File: src/rtl/his_bank_scheduler.sv
// rtl/his_bank_scheduler.sv - ping-pong accumulate/readout scheduler for two histogram RAM banks
// Issues increment, read and clear commands only; the RAM datapath lives outside this block.
module his_bank_scheduler #(
    parameter int NB       = 8,
    parameter int BIN_NUM  = 256,
    parameter int DATA_NUM = 2,
    parameter int ACQ_NUM  = 33333
) (
    input  logic          clk,
    input  logic          res,
    input  logic          en,
    input  logic          frame_start,
    input  logic          ev_valid,
    input  logic [NB-1:0] ev_bin,
    output logic          wr_bank,
    output logic          acc_en,
    output logic [NB-1:0] acc_addr,
    output logic          rd_valid,
    input  logic          rd_ready,
    output logic          rd_bank,
    output logic [NB-1:0] rd_addr,
    output logic          rd_last,
    output logic          clr_en,
    output logic          clr_bank,
    output logic [NB-1:0] clr_addr,
    output logic          his_done,
    output logic          overrun,
    output logic          busy
);

    localparam int FW = (ACQ_NUM < 1) ? 1 : $clog2(ACQ_NUM + 1);
    localparam int EW = (DATA_NUM < 1) ? 1 : $clog2(DATA_NUM + 1);
    localparam logic [NB-1:0] LAST_ADDR = NB'(BIN_NUM - 1);
    localparam logic [FW-1:0] ACQ_MAX   = FW'(ACQ_NUM);
    localparam logic [EW-1:0] EV_MAX    = EW'(DATA_NUM);

    typedef enum logic [2:0] {
        ST_INIT,
        ST_IDLE,
        ST_ACQ,
        ST_SWAP,
        ST_WAIT_RD
    } state_t;

    typedef enum logic {
        RD_IDLE,
        RD_RUN
    } rd_state_t;

    state_t          state_q;
    rd_state_t       rd_state_q;
    logic [FW-1:0]   frame_cnt_q;
    logic [EW-1:0]   ev_cnt_q;
    logic            init_bank_q;
    logic [NB-1:0]   init_addr_q;

    logic            wr_bank_q;
    logic            acc_en_q;
    logic [NB-1:0]   acc_addr_q;
    logic            rd_valid_q;
    logic            rd_bank_q;
    logic [NB-1:0]   rd_addr_q;
    logic            rd_last_q;
    logic            clr_en_q;
    logic            clr_bank_q;
    logic [NB-1:0]   clr_addr_q;
    logic            his_done_q;
    logic            overrun_q;
    logic            busy_q;

    always_ff @(posedge clk or negedge res) begin
        if (!res) begin
            state_q     <= ST_INIT;
            rd_state_q  <= RD_IDLE;
            frame_cnt_q <= '0;
            ev_cnt_q    <= EV_MAX;
            init_bank_q <= 1'b0;
            init_addr_q <= '0;
            wr_bank_q   <= 1'b0;
            acc_en_q    <= 1'b0;
            acc_addr_q  <= '0;
            rd_valid_q  <= 1'b0;
            rd_bank_q   <= 1'b0;
            rd_addr_q   <= '0;
            rd_last_q   <= 1'b0;
            clr_en_q    <= 1'b0;
            clr_bank_q  <= 1'b0;
            clr_addr_q  <= '0;
            his_done_q  <= 1'b0;
            overrun_q   <= 1'b0;
            busy_q      <= 1'b0;
        end else begin
            acc_en_q   <= 1'b0;
            clr_en_q   <= 1'b0;
            his_done_q <= 1'b0;
            busy_q     <= 1'b1;

            // Every accepted beat is zeroed in the RAM on the following cycle.
            if (rd_state_q == RD_RUN && rd_ready) begin
                clr_en_q   <= 1'b1;
                clr_bank_q <= rd_bank_q;
                clr_addr_q <= rd_addr_q;
                if (rd_last_q) begin
                    rd_valid_q <= 1'b0;
                    rd_last_q  <= 1'b0;
                    rd_state_q <= RD_IDLE;
                end else begin
                    rd_addr_q <= rd_addr_q + NB'(1);
                    rd_last_q <= (rd_addr_q + NB'(1) == LAST_ADDR);
                end
            end

            case (state_q)
                ST_INIT: begin
                    clr_en_q   <= 1'b1;
                    clr_bank_q <= init_bank_q;
                    clr_addr_q <= init_addr_q;
                    if (init_addr_q == LAST_ADDR) begin
                        init_addr_q <= '0;
                        init_bank_q <= 1'b1;
                        if (init_bank_q) begin
                            state_q <= ST_IDLE;
                            busy_q  <= 1'b0;
                        end
                    end else begin
                        init_addr_q <= init_addr_q + NB'(1);
                    end
                end
                ST_IDLE: begin
                    busy_q <= en;
                    if (en) begin
                        state_q     <= ST_ACQ;
                        frame_cnt_q <= '0;
                        ev_cnt_q    <= EV_MAX;
                    end
                end
                ST_ACQ: begin
                    // A strobe arriving after the last frame closes the acquisition.
                    if (frame_start) begin
                        if (frame_cnt_q < ACQ_MAX) begin
                            frame_cnt_q <= frame_cnt_q + FW'(1);
                            ev_cnt_q    <= '0;
                        end else begin
                            state_q <= ST_SWAP;
                        end
                    end else if (ev_valid && ev_cnt_q < EV_MAX) begin
                        acc_en_q   <= 1'b1;
                        acc_addr_q <= ev_bin;
                        ev_cnt_q   <= ev_cnt_q + EW'(1);
                    end
                end
                ST_SWAP: begin
                    if (rd_state_q == RD_RUN) begin
                        state_q   <= ST_WAIT_RD;
                        overrun_q <= 1'b1;
                    end else begin
                        wr_bank_q   <= ~wr_bank_q;
                        his_done_q  <= 1'b1;
                        rd_state_q  <= RD_RUN;
                        rd_bank_q   <= wr_bank_q;
                        rd_addr_q   <= '0;
                        rd_valid_q  <= 1'b1;
                        rd_last_q   <= (BIN_NUM == 1);
                        frame_cnt_q <= '0;
                        ev_cnt_q    <= EV_MAX;
                        state_q     <= en ? ST_ACQ : ST_IDLE;
                        busy_q      <= en;
                    end
                end
                ST_WAIT_RD: begin
                    if (rd_state_q == RD_IDLE) begin
                        state_q <= ST_SWAP;
                    end
                end
                default: begin
                    state_q <= ST_INIT;
                end
            endcase
        end
    end

    assign wr_bank  = wr_bank_q;
    assign acc_en   = acc_en_q;
    assign acc_addr = acc_addr_q;
    assign rd_valid = rd_valid_q;
    assign rd_bank  = rd_bank_q;
    assign rd_addr  = rd_addr_q;
    assign rd_last  = rd_last_q;
    assign clr_en   = clr_en_q;
    assign clr_bank = clr_bank_q;
    assign clr_addr = clr_addr_q;
    assign his_done = his_done_q;
    assign overrun  = overrun_q;
    assign busy     = busy_q;

endmodule

File: config.mk
export PLATFORM = sky130hd
export DESIGN_NAME = his_bank_scheduler
export DESIGN_NICKNAME = d
export VERILOG_FILES = /design/src/rtl/his_bank_scheduler.sv
export SDC_FILE = /design/constraint.sdc
export NUM_CORES = 1
export LEC_CHECK = 0
export CORE_ASPECT_RATIO = 1.2
export CORE_MARGIN = 3
export CORE_UTILIZATION = 54
export DETAILED_ROUTE_END_ITERATION = 8
export GPL_TIMING_DRIVEN = 0
export PLACE_DENSITY_LB_ADDON = 0.15
export SYNTH_ARGS = -nofsm -noshare
export SYNTH_HDL_FRONTEND = slang
export SYNTH_SLANG_ARGS = --single-unit
File: constraint.sdc
create_clock -name clk -period 2.8 [get_ports clk]
set_input_delay 0.7 -clock clk [delete_from_list [all_inputs] [get_ports clk]]
set_output_delay 0.7 -clock clk [all_outputs]
set_load 0.02 [all_outputs]
* Word level (Yosys, flattened, before mapping) *
Cells that the tools add are included.

storage, ports and cells
  register bits after elaboration = 65
  input bits = 14
  logic and storage cells = 108

operators by class
  add/subtract/negate cells = 4
  magnitude comparators = 2
  equality and inequality tests = 16
  mux-type cells = 52
  bitwise operators = 3
  reductions and logical operators = 12

operator list
  kind                   count
  $mux 16                4
  $mux 8                 7
  $pmux 16 s3            1
  $mux 1                 24
  $mux 3                 7
  $add 16x1->16 const B  1
  $add 8x1->8 const B    2
  $eq 8x8->1 const B     2
  $lt 16x16->1 const B   1
  $ne 2x2->1 const B     8
  $pmux 3 s5             1
  $mux 2                 6
  $reduce_and 5->1       2
  $eq 3x2->1 const B     2
  $ne 3x3->1 const B     2
  $pmux 2 s3             1
  $reduce_and 2->1       3
  $reduce_and 6->1       1
  $eq 3x1->1 const B     1
  $eq 3x3->1 const B     1
  $logic_not 3->1        1
  $not 1->1              3
  $pmux 1 s3             1
  $reduce_and 3->1       1
  5 further kinds        6

* Longest topological paths before layout *
  word-level depth = 6
  mapped depth = 9
  gate-level depth less buffers = 7

* Worst setup path after synthesis *
Ideal clock, no wire load.

  path kind = input to register
  start = input frame_start
  end = register frame_cnt_q[10]
  library setup time = 78 ps
  arrival time = 2105 ps
  required time = 2722 ps
  path slack = 617 ps
  cell stages on the path = 6
  cells stage by stage = inv_1 > or4_1 > and2_1 > clkbuf_1 > or4_1 > a21oi_1

between the ends
  longest elaborated chain between the ends = 2

ends and longest elaborated chain
  element                            line  RTL
  start, declared                    12    input logic frame_start,
  $ne 2x2->1 (no source line)        -
  $reduce_and 5->1 (no source line)  -
  end signal, assigned               141   frame_cnt_q <= frame_cnt_q + FW'(1);
  end, declared                      52    logic [FW-1:0] frame_cnt_q;

Every way passes these cells.
A chain may end at the register's enable or synchronous reset.

* Worst setup path after layout *
  start = input en
  end = register frame_cnt_q[10]

between the ends
  longest elaborated chain between the ends = 2

ends and longest elaborated chain
  element                            line  RTL
  start, declared                    11    input logic en,
  $ne 2x2->1 (no source line)        -
  $reduce_and 5->1 (no source line)  -

Every way passes these cells.

==> impl_metrics.csv <==
group,metric,value,unit
global_routing,grt_pass1_vias,2790,
global_routing,grt_first_pass_wirelength,13000,um
critical_path,crit_type,"input pin to flip-flop",
critical_path,r2r_slack,0.47,ns
yosys,synth_edf_count,0,
sta,setup_ws,0.310,ns
global_routing,grt.total_usage,22.9,%
die,pin_count,48,
route,drtIter0Drc,193,
cells_and_area,drive_above_1_share,7.04,%
yosys,postSynthCellCount,350,
critical_path,r2r_cells,7,
cts,htreeDepth,3,
yosys,syn_avg_cell_area,9.40,sq um
yosys,ys_ff_latch,65,
placement,dpl_cell_area,0.00386,sq mm
cells_and_area,fill_cells,456,
route,drt-pass1-iter-count,4,
route,drc_errors,0,
sta,final-hold-violation-count,0,
critical_path,crit_path_end_kind,"flip-flop",
sta,relSlewSlack,36.8,%
critical_path,required,3.06,ns
critical_path,startpoint_type,"input pin",
yosys,synthDistinctLibCells,52,
global_routing,grt_max_degree,66,
placement,gp_congestion,0.869,
die,die-area,0.00707,sq mm
yosys,syn-num-nets,369,
route,viasPerCell,5.75,
die,chipHeight,91.5,um
critical_path,critPathMaxFanout,14,
die,rows,30,
yosys,synth_area_leaders,"dfrtp_1 49%, nand2_1 6.7%, mux2i_1 3.3%",
global_routing,grt.overflow.total,0,
critical_path,path_delay_family,"buffers and inverters",
cells_and_area,finalInstanceArea,0.00408,sq mm
yosys,yosysTopAreaCell,"dfrtp_1",
route,met3_length,347,um
flow_run,max_cap_viol_count,0,
cts,root_buffer,"clkbuf_8",
sta,clock_skew,0.00592,ns
critical_path,crit_path_cell_trace,"clkdlybuf4s50_1 -> nor2b_1 -> o21ai_1 -> and2_1 -> buf_2 -> o31ai_1 -> a21oi_1",
yosys,synth_top_area_share,48.7,%
cells_and_area,area_growth,23.8,%
critical_path,cp_num_buf_inv,2,
sta,rsz0062_at_grt,"no",
yosys,syn_area,0.00329,sq mm
die,start_util,56.9,%
yosys,ys.flop_type,"dfrtp_1",
cts,cts_tree,"yes",
critical_path,cpMaxStageDelayCell,"and2_1",
critical_path,worstReg2RegEnd,"frame_cnt_q[4]$_DFFE_PN0P_",
cts,cts_num_sinks,65,
route,via_count,2830,
global_routing,antenna_found_initial,0,
placement,port_buffers,47,
worst_hold_path,hp-class,"input pin to asynchronous set/reset pin",
critical_path,cp_slowest_stage_delay,0.48,ns
placement,dp_hpwl,5200,um
die,core_area,0.00578,sq mm
power,cellPowerDensity,1020,mW/mm^2
sta,setup_viol,0,
die,fp.dieW,77.3,um
cts,post_cts_buffers,0,
yosys,async_flop_share,100,%
route,routedWlPerCell,15.3,um
sta,period_needed,2.49,ns
power,ir_worst_vdd,0.000609,V
route,route.met2.wl,3830,um
route,drt.antenna.violating_nets,0,
sta,whs,0.460,ns
route,m1WireLength,3260,um
cts,path_clk_slew,0.08,ns
critical_path,worstReg2RegStart,"state_q[1]$_DFFE_PN0P_",
cts,clockBufferDepth,2,
sta,tightest_slew,0.940,ns
cells_and_area,fin_cells,492,
placement,dp_cells,477,
cts,hold_buffers,0,
placement,dp_slack,-0.265,ns
route,wirelength,7520,um
sta,final_max_slew_viol_count,0,
cts,clk-insertion-delay-late,0.34,ns
cts,cts_made_buffers,9,
sta,clock.fmax,402,MHz
power,finalPower,4.17,mW
critical_path,worst_ep_arrival_time,2.75,ns
cells_and_area,insertedDiodeCount,0,
power,p_leak,1.75,nW
route,dr.max_layer_used,"met4",
cells_and_area,nNetsFinal,426,
run_status,status,"complete, no violations",
yosys,ys_warn_count,0,
yosys,synth-seq-area-share,49.5,%
sta,fin_crit_sh,88.9,%
==> worst register-to-register path, delay by kind of cell, from the launching register on <==
family          cells  cell delay [ns]
buf+inv             3             0.79
compound gates      3             0.65
flops               1             0.45
simple gates        1             0.36
==> routing by layer <==
metal	GRT usage (%)	vias up
met2	39.7	59
met1	27.7	1402
met3	5.16	9
li1	-	1360
met5	0	-
met4	8.16	0
==> placed cells by master, fill, tap and decap left out, drive strengths merged, types with 5 or more instances in the layout <==
cell type,n
clkbuf,25
nand2,59
nor3,6
nor2,25
nor2b,6
inv,11
dfrtp,64
o31ai,12
nand4,11
o21ai,19
mux2i,11
clkdlybuf4s50,45
or4,12
xnor2,7
a21oi,14
ha,5
xor2,9
nand3,10
==> synth_stat cells, drive strengths merged (5+ instances only) <==
cell and number:
nand4 11, nand3 10, a21oi 14, nand2 59, nor2b 6, nor3 6, mux2i 11, xnor2 7
or4 12, o31ai 12, dfrtp 64, xor2 9, clkbuf 17, o21ai 19, inv 10, nor2 25
ha 5
==> through the flow <==
stage / TNS [ns] / utilization, %
after floorplan: 0 / -
after global placement: -74.45 / 66.8
after detailed placement: -2.79 / 66.8
after CTS: 0 / 70.5
after global routing: 0 / 70.5
final: 0 / 70.5
==> sequential cells by signal, summed over array words and instances, names as in the netlist, 2 cells and up <==
| signal | count |
|---|---|
| acc_addr | 8 |
| clr_addr | 8 |
| ev_cnt_q | 2 |
| frame_cnt_q | 16 |
| init_addr_q | 8 |
| rd_addr | 8 |
| state_q | 3 |
==> how the worst max path moves through the flow <==
stage / cells past startpoint / startpoint / endpoint
after detailed placement: 8 / frame_start / frame_cnt_q[2]$_DFFE_PN0P_
after floorplan: 6 / frame_start / frame_cnt_q[10]$_DFFE_PN0P_
after global placement: 1 / res / rd_bank$_DFFE_PN0P_
final: 7 / en / frame_cnt_q[10]$_DFFE_PN0P_
after global routing: 7 / en / frame_cnt_q[11]$_DFFE_PN0P_
after CTS: 7 / frame_start / frame_cnt_q[10]$_DFFE_PN0P_
==> final cells by class <==
class | count | area, sq um | area share [%]
multi-input cells | 255 | 1540 | 37.8
flip-flops and latches | 65 | 1630 | 39.9
clock inverters | 7 | 93.8 | 2.30
well taps | 80 | 100 | 2.46
inverters | 10 | 37.5 | 0.921
clock buffers | 9 | 124 | 3.04
repair buffers | 47 | 470 | 11.5
plain buffers | 19 | 80.1 | 1.96
==> kinds of logic (layout without fill, tap and decap cells) <==
kind of cell / Yosys count / after routing / synth area share [%]
simple gates: 150 / 150 / 22.4
compound gates: 71 / 71 / 14.2
fa+ha+maj: 5 / 5 / 1.90
mux: 13 / 13 / 4.03
xor+xnor: 16 / 16 / 4.26
flops: 65 / 65 / 49.5
buf+inv: 30 / 92 / 3.69
==> power breakdown <==
part,total (mW),leakage [nW],switching (mW),internal (mW)
logic,1.78,0.813,1.02,0.763
clock network,0.877,0.106,0.377,0.501
registers,1.50,0.833,0.270,1.23
==> repair_timing <==
item	4_1_cts	5_1_grt
setup endpoints to repair	0	9
endpoints found under the hold margin	0	0
gates resized for setup	0	1
(Power assumes the default switching activity.)
==> variant 1: new RTL, same flow settings <==
Change the parameter `NB` from 8 to 9.
--- a/src/rtl/his_bank_scheduler.sv
+++ b/src/rtl/his_bank_scheduler.sv
@@ -2,5 +2,5 @@
 // Issues increment, read and clear commands only; the RAM datapath lives outside this block.
 module his_bank_scheduler #(
-    parameter int NB       = 8,
+    parameter int NB       = 9,
     parameter int BIN_NUM  = 256,
     parameter int DATA_NUM = 2,
Ports: changed (resized acc_addr, clr_addr, ev_bin and rd_addr); port bits go from 48 to 52. No check against the original RTL was run, so the function may have changed too.
==> variant 1 against the unedited design <==
Sequential cell count is 4 higher; critical path depth stayed put; wire length is 0.57% higher; sequential share of layout area is 0.44 points higher; utilization is 0.67 points lower; synthesized area is 5.7% higher; power is 23% lower; worst setup slack better by 0.021 ns; final area is 5.0% higher; critical path type unchanged; critical endpoint is now frame_cnt_q[13]; highest routed layer unchanged.
==> variant 1: results (changes against the unedited design) <==
Worst-Margin Slew = 0.835 ns (-0.105 ns)
Run status = finished clean
Metal2 WL = 4050 µm (+5.8%)
Synth top cells by count = dfrtp_1, nand2_1, nor2_1
Placer Congestion = 0.859 (-1.1%)
Syn Nets = 359 (-2.7%)
PortBufs = 51 (+8.5%)
Vias = 2775 (-1.9%)
First-pass GRT wire length = 12800 µm (-1.5%)
Clock skew = 0.00918 ns (+0.00326 ns)
Met3 wire length = 249 µm (-28%)
Worst Path Max Fanout = 10 (-4)
Leakage power = 1.93 nW (+10%)
All-layer global routing usage = 22.2% (-0.69 points)
Max Fclk = 405 MHz (+0.87%)
DR iter-0 viols = 138 (-28%)
Met3 usage = 3.36% (-1.8 points)
Post-Place Worst Slack = -0.0114 ns (+0.254 ns)
DP Area = 4090 µm² (+5.9%)
Worst VDD drop = 0.510 mV (-16%)
Sequential area share after synthesis = 49.7% (+0.23 points)
Largest net degree at the start of global routing = 70 (+6.1%)
Placed Cells = 472 (-1.0%)
Vias per inst = 5.69 (-1.1%)
Crit path DAT = 2.68 ns (-0.07 ns)
R2R Path Start = frame_cnt_q[0]
==> variant 1: changes by cell type after synthesis, sizes merged, moves of 6 or more <==
cell / before / now
nand2: 59 / 31
mux2: 2 / 12
o31ai: 12 / 6
or4: 12 / 5
==> variant 1: final cells by class <==
| cell class | count | area, µm² |
|---|---|---|
| multi-input combinational | 244 | 1650 |
| buffer | 17 | 63.8 |
| sequential | 69 | 1730 |
| timing repair buffer | 51 | 508 |
| tap | 82 | 103 |
| clock inverter | 6 | 63.8 |
| fill | 488 | 1850 |
| inverter | 9 | 33.8 |
| clock buffer | 10 | 128 |
==> variant 1: cells by family after synthesis <==
| logic type | Yosys count | synth area share [%] |
|---|---|---|
| compound gates | 71 | 14.5 |
| xor+xnor | 14 | 3.53 |
| fa+ha+maj | 5 | 1.80 |
| buf+inv | 26 | 2.81 |
| flops | 69 | 49.7 |
| mux | 26 | 7.92 |
| simple gates | 128 | 19.8 |
==> variant 1: report_power, final <==
group	switching, mW	internal [mW]
registers	0.212	1.20
clock network	0.386	0.409
logic	0.488	0.494
total	1.09	2.10
==> variant 1: per-stage QoR <==
step           TNS [ns]  hold WS [ns]  total power, mW
2_1_floorplan         0         0.404             1.93
3_3_place_gp     -87.33         0.454             2.38
3_5_place_dp    -0.0114         0.475             2.42
4_1_cts               0         0.489             3.22
5_1_grt               0         0.498             3.37
6_report              0         0.448             3.19
==> variant 1: worst max-delay path: stages <==
cell,delay [ns]
clkdlybuf4s50_1,0.62
nor2b_1,0.22
o21a_1,0.20
clkbuf_1,0.42
o2111ai_1,0.23
o211ai_1,0.19
o31ai_1,0.09
==> variant 1: worst max path at each step <==
stage / to
floorplan: frame_cnt_q[3]
global placement: frame_cnt_q[0]
detailed placement: frame_cnt_q[13]
CTS: frame_cnt_q[13]
global route: frame_cnt_q[13]
finish: frame_cnt_q[13]
